File: config.mk
export PLATFORM = sky130hd
export DESIGN_NAME = synth_voice
export DESIGN_NICKNAME = d
export VERILOG_FILES = /design/src/rtl/synth_pkg.sv /design/src/rtl/synth_env.sv /design/src/rtl/synth_voice.sv
export SDC_FILE = /design/constraint.sdc
export NUM_CORES = 1
export LEC_CHECK = 0
export ABC_AREA = 1
export BUFFER_PORTS_ARGS = -buffer_cell sky130_fd_sc_hd__buf_2
export CAP_MARGIN = 5
export CORE_AREA = 2 2 171 173
export CTS_BUF_LIST = sky130_fd_sc_hd__clkbuf_16
export DETAILED_ROUTE_END_ITERATION = 8
export DIE_AREA = 0 0 173 175
export PLACE_DENSITY = 0.57
export SLEW_MARGIN = 10
export SYNTH_ARGS = -nofsm -noshare
export SYNTH_HDL_FRONTEND = slang
export SYNTH_SLANG_ARGS = --single-unit
export TNS_END_PERCENT = 30
File: constraint.sdc
create_clock -name clk48m -period 5.2 [get_ports clk48m]
set_input_delay 1.04 -clock clk48m [delete_from_list [all_inputs] [get_ports clk48m]]
set_output_delay 1.04 -clock clk48m [all_outputs]
set_load 0.005 [all_outputs]
File: src/rtl/synth_pkg.sv
// Shared definitions for the synth voice: envelope states, waveform codes and widths.
package synth_pkg;

    localparam int ENV_W    = 12;
    localparam int ENV_MAX  = 4095;
    localparam int PHASE_W  = 24;
    localparam int SAMPLE_W = 16;

    typedef enum logic [1:0] {
        ENV_IDLE    = 2'd0,
        ENV_ATTACK  = 2'd1,
        ENV_SUSTAIN = 2'd2,
        ENV_RELEASE = 2'd3
    } env_state_t;

    typedef enum logic [1:0] {
        WAVE_SAW      = 2'd0,
        WAVE_SQUARE   = 2'd1,
        WAVE_TRIANGLE = 2'd2,
        WAVE_SILENCE  = 2'd3
    } wave_t;

endpackage

File: src/rtl/synth_env.sv
// Linear attack/release envelope: state machine plus 12-bit level register.
// Note events act on any clock edge; level only moves on sample ticks.
module synth_env
    import synth_pkg::*;
#(
    parameter int ATTACK_STEP  = 16,
    parameter int RELEASE_STEP = 8
) (
    input  logic             clk48m,
    input  logic             rst,
    input  logic             tick,
    input  logic             note_on,
    input  logic             note_off,
    output logic [ENV_W-1:0] level,
    output logic             active
);

    env_state_t       state;
    env_state_t       state_nxt;
    logic [ENV_W-1:0] level_nxt;
    logic [ENV_W:0]   up_sum;

    // Event transitions override the tick-driven ones; the level update uses the pre-edge state.
    always_comb begin
        state_nxt = state;
        level_nxt = level;
        up_sum    = {1'b0, level} + (ENV_W+1)'(ATTACK_STEP);

        if (tick) begin
            case (state)
                ENV_IDLE: level_nxt = '0;
                ENV_ATTACK: begin
                    if (up_sum >= (ENV_W+1)'(ENV_MAX)) begin
                        level_nxt = ENV_W'(ENV_MAX);
                        state_nxt = ENV_SUSTAIN;
                    end else begin
                        level_nxt = up_sum[ENV_W-1:0];
                    end
                end
                ENV_SUSTAIN: level_nxt = ENV_W'(ENV_MAX);
                ENV_RELEASE: begin
                    if (level <= ENV_W'(RELEASE_STEP)) begin
                        level_nxt = '0;
                        state_nxt = ENV_IDLE;
                    end else begin
                        level_nxt = level - ENV_W'(RELEASE_STEP);
                    end
                end
                default: level_nxt = '0;
            endcase
        end

        if (note_on && (state == ENV_IDLE || state == ENV_RELEASE)) begin
            state_nxt = ENV_ATTACK;
        end else if (note_off && (state == ENV_ATTACK || state == ENV_SUSTAIN)) begin
            state_nxt = ENV_RELEASE;
        end
    end

    always_ff @(posedge clk48m or posedge rst) begin
        if (rst) begin
            state  <= ENV_IDLE;
            level  <= '0;
            active <= 1'b0;
        end else begin
            state  <= state_nxt;
            level  <= level_nxt;
            active <= (state_nxt != ENV_IDLE);
        end
    end

endmodule

File: src/rtl/synth_voice.sv
// Monophonic voice: tick divider, phase oscillator, envelope and output scaling.
// Define SYNTH_TRIANGLE_EN to enable the triangle waveform on wave_sel=2.
module synth_voice
    import synth_pkg::*;
#(
    parameter int SAMPLE_DIV   = 1024,
    parameter int ATTACK_STEP  = 16,
    parameter int RELEASE_STEP = 8
) (
    input  logic                clk48m,
    input  logic                rst,
    input  logic                note_on,
    input  logic                note_off,
    input  logic [PHASE_W-1:0]  phase_inc,
    input  logic [1:0]          wave_sel,
    output logic [SAMPLE_W-1:0] signal,
    output logic                sample_valid,
    output logic                active
);

    localparam int CNT_W  = (SAMPLE_DIV > 1) ? $clog2(SAMPLE_DIV) : 1;
    localparam int PROD_W = SAMPLE_W + ENV_W;

    logic [CNT_W-1:0]           tick_cnt;
    logic                       tick;
    logic                       tick_d;
    logic [PHASE_W-1:0]         phase;
    logic [ENV_W-1:0]           level;
    logic [SAMPLE_W-1:0]        p;
    logic signed [SAMPLE_W-1:0] wave;
    logic signed [PROD_W-1:0]   product;

    assign tick = (tick_cnt == CNT_W'(SAMPLE_DIV - 1));

    always_ff @(posedge clk48m or posedge rst) begin
        if (rst) begin
            tick_cnt <= '0;
        end else if (tick) begin
            tick_cnt <= '0;
        end else begin
            tick_cnt <= tick_cnt + CNT_W'(1);
        end
    end

    // A note starting from silence restarts the waveform; a retrigger from release does not.
    always_ff @(posedge clk48m or posedge rst) begin
        if (rst) begin
            phase <= '0;
        end else if (note_on && !active) begin
            phase <= '0;
        end else if (tick) begin
            phase <= phase + phase_inc;
        end
    end

    synth_env #(
        .ATTACK_STEP (ATTACK_STEP),
        .RELEASE_STEP(RELEASE_STEP)
    ) u_env (
        .clk48m  (clk48m),
        .rst     (rst),
        .tick    (tick),
        .note_on (note_on),
        .note_off(note_off),
        .level   (level),
        .active  (active)
    );

    assign p = phase[PHASE_W-1 -: SAMPLE_W];

`ifdef SYNTH_TRIANGLE_EN
    logic [SAMPLE_W-1:0] tri_fold;
    assign tri_fold = p[SAMPLE_W-1] ? ~p : p;
`endif

    always_comb begin
        wave = '0;
        case (wave_t'(wave_sel))
            WAVE_SAW:      wave = $signed(p ^ 16'h8000);
            WAVE_SQUARE:   wave = phase[PHASE_W-1] ? 16'sh8000 : 16'sh7FFF;
`ifdef SYNTH_TRIANGLE_EN
            WAVE_TRIANGLE: wave = $signed({tri_fold[SAMPLE_W-2:0], 1'b0} ^ 16'h8000);
`endif
            default:       wave = '0;
        endcase
    end

    // Full-scale products fit in 28 signed bits, so the top product bit is never needed.
    assign product = wave * $signed({1'b0, level});

    always_ff @(posedge clk48m or posedge rst) begin
        if (rst) begin
            tick_d       <= 1'b0;
            sample_valid <= 1'b0;
            signal       <= '0;
        end else begin
            tick_d       <= tick;
            sample_valid <= tick_d;
            if (tick_d) begin
                signal <= product[ENV_W +: SAMPLE_W];
            end
        end
    end

endmodule
==> flow_metrics.tcl <==
set metrics [dict create \
    cts_hold_buf 0 \
    fin_crit_ps 5640 \
    critPathBufInv 10 \
    dpl.cell_count 2097 \
    cp.depth 27 \
    first_pass_iters 5 \
    die_w_um 173 \
    cts_buffer_depth 2 \
    p_leak_nw 7.55 \
    p_sw_frac 0.317 \
    p_sw_w 0.000561 \
    cap_violations 0 \
    drive_above_1_share 0.262 \
    cts_max_level 3 \
    syn_to_final_growth_pct 30.0 \
    gp_congestion 0.921 \
    worstSetupStartpointType "input port" \
    antenna_found_initial 0 \
    peakVddDrop_mv 0.131 \
    synth_edf_count 0 \
    regArea_um2 1630 \
    crit_end "signal[10]" \
    syn-cell-area_um2 11500 \
    first_global_vias 11100 \
    r2r_cells 18 \
    fp.dieH_um 175 \
    grtUsageTotal 0.223 \
    crit_top_cell "fa_1" \
    critical_path_arrival_ps 5930 \
    insertion_delay_ps 350 \
    drv_slew 0 \
    grt_overflow 0 \
    p_clk_frac 0.458 \
    syn_inst 1542 \
    finClkSkew_ps 9.49 \
    crit_path_top_delay_cell "fa_1" \
    end_kind "flip-flop" \
    cts_sinks 65 \
    power_frac_comb 0.236 \
    multi_input_area_um2 9450 \
    fmax_ghz 0.177 \
    status "complete, but fails checks" \
    cts_buffers 9 \
    initialDrtViolationCount 530 \
    p_int_w 0.00121 \
    worstPathMaxFanout 6 \
    fin_nets 2050 \
    most-common-layout-cells "294 x inv_1, 281 x nand2_1, 167 x buf_4, 158 x fa_1, 152 x nor2_1" \
    ys_seq_area_frac 0.141 \
    drc_errors 0 \
    rr_startpoint "u_env.level[6]" \
    cp.required_ps 5490 \
    setup_viol 16 \
    r2r_slack_ps -10 \
    synth-main-ff-cell "dfrtp_1" \
    fill_cells 2771 \
    ys_types 45 \
    worst_slew_pin_slew_ps 711 \
    crit_path_max_incr_delay_ps 510 \
    critPathLaunch "wave_sel[0]" \
    grt_pass1_wl_mm 54.4 \
    fin_ws_ps -436 \
    cts.clk_slew.worst_paths_ps 70 \
    row_count 62 \
    final_cells 2148 \
    hold_path.class "flip-flop to flip-flop" \
    hpwl_mm 26.7 \
    ant_nets 0 \
    grt_max_degree 39 \
    tritoncts "done" \
    pwr-share-seq 0.306 \
    cp_top_family "adder cells" \
    num_io_pins 48 \
    yosysWarnings 0 \
    start_util 0.407 \
    avgSynthCellArea_um2 7.49 \
    async_reset_ff_frac 1.00 \
    fin_crit_sh 1.08 \
    crit_type "input port to flip-flop" \
    portBuffers 47 \
    r2r_end "signal[15]" \
    routed_via_density 4.85 \
    whs_ps 473 \
    via_count 10400 \
    yosys_register_bits 65 \
    core-area_um2 28400 \
    fin_util 0.528 \
    maxSlewHeadroom 0.526 \
    wl_per_cell_um 14.9 \
    synthesis.nets 1833 \
    violations "setup timing" \
    rsz0062_at_grt "true" \
    antenna_cells 0 \
    cts-root-buf "clkbuf_16" \
    hold_viol 0 \
    layout_commonest_cell "inv_1" \
    die-area_um2 30300 \
    power_density_nw_per_um2 118 \
    drt_wl_total_mm 32.0 \
]
## stage by stage
step,setup slack [ps],instance area (um^2),setup TNS (ps),power [W]
floorplan,-335,11900,-3850,0.000800
global placement,-1110,13700,-12980,0.000924
detailed placement,-1150,13700,-13800,0.000930
CTS,-467,14600,-5140,0.00178
global route,-653,15000,-9150,0.00186
finish,-436,15000,-5590,0.00177
## per-layer routing
layer | track usage | share of wire | vias to the layer above
met2 | 0.406 | 0.50 | 184
met5 | 0 | 0 | -
met3 | 0.0265 | 0.034 | 49
met4 | 0.0639 | 0.025 | 0
met1 | 0.278 | 0.44 | 5016
li1 | - | - | 5163
## power by group through the flow
stage               combinational, W  clock (W)  sequential (W)
floorplan                   0.000253          0        0.000547
global placement            0.000374          0        0.000550
detailed placement          0.000378          0        0.000551
CTS                         0.000407   0.000828        0.000542
global route                0.000468   0.000850        0.000545
finish                      0.000419   0.000812        0.000542
## synth_stat cells (3+ instances only)
master / count / area (um^2)
clkinv_1: 4 / 15.0
nor4_1: 5 / 31.3
o22ai_1: 8 / 50.1
o21ai_1: 13 / 65.1
nor2_4: 4 / 45.0
dfrtp_1: 65 / 1630
a31oi_1: 6 / 37.5
ha_1: 98 / 1230
nand3b_1: 3 / 22.5
o21ai_0: 70 / 350
clkbuf_1: 15 / 56.3
or2_2: 5 / 31.3
a21oi_1: 63 / 315
inv_2: 5 / 18.8
o21bai_1: 6 / 45.0
buf_4: 3 / 22.5
inv_1: 332 / 1250
nor2_1: 189 / 709
fa_1: 163 / 3260
xnor2_1: 15 / 131
nand4_1: 20 / 125
nor3_1: 8 / 40.0
a21oi_2: 3 / 26.3
a21o_1: 5 / 37.5
nor2_2: 3 / 18.8
xor2_1: 29 / 254
nand2_1: 319 / 1200
nand3_1: 55 / 275
buf_2: 5 / 25.0
## worst register-to-register path, stage by stage, from the launching register on
cell     delay, ps
dfrtp_1        700
inv_1          170
nor2_2         170
fa_2           530
buf_4          170
fa_1           460
fa_1           520
fa_1           540
inv_1           50
fa_1           530
inv_1           60
ha_4           300
nand2_2         90
nor4_4         280
nand4_1        240
nand2_1        110
nand2_1         50
nand3_1         60
nand2_1         60
## state kept, by name (all words and copies together) (netlist names)
register and cells:
u_env.level 10, u_env.active 1, phase 24, tick_d 1
signal 16, sample_valid 1, tick_cnt 10, u_env.state 2
## how the worst min path moves through the flow
stage,from,end,cells past startpoint
finish,signal[10],signal[10],2
global route,signal[8],signal[8],2
CTS,signal[12],signal[12],2
detailed placement,signal[12],signal[12],2
global placement,signal[5],signal[5],2
floorplan,tick_d,sample_valid,0
## cell families after synthesis
logic type | after synthesis | synth area share
AO/OA/AOI/OAI | 186 | 0.0900
XOR/XNOR | 44 | 0.0334
buffers and inverters | 368 | 0.122
adder cells (fa/ha/maj) | 261 | 0.389
flip-flops | 65 | 0.141
AND/OR/NAND/NOR | 618 | 0.225
## final cells by class
type                    count  share of cell area
well taps                 384              0.0320
inverters                 342              0.0882
multi-input cells        1109               0.630
flip-flops and latches     65               0.108
clock inverters             7             0.00992
repair buffers            231               0.116
clock buffers               9              0.0150
repair inverters            1            0.000584
## repair_timing
action	in CTS	in global routing
gates cloned	1	0
setup endpoints to repair	16	16
buffers inserted	21	13
pin swaps	47	101
resized for setup	88	93
Note: power is estimated with default switching activity, not from simulation.
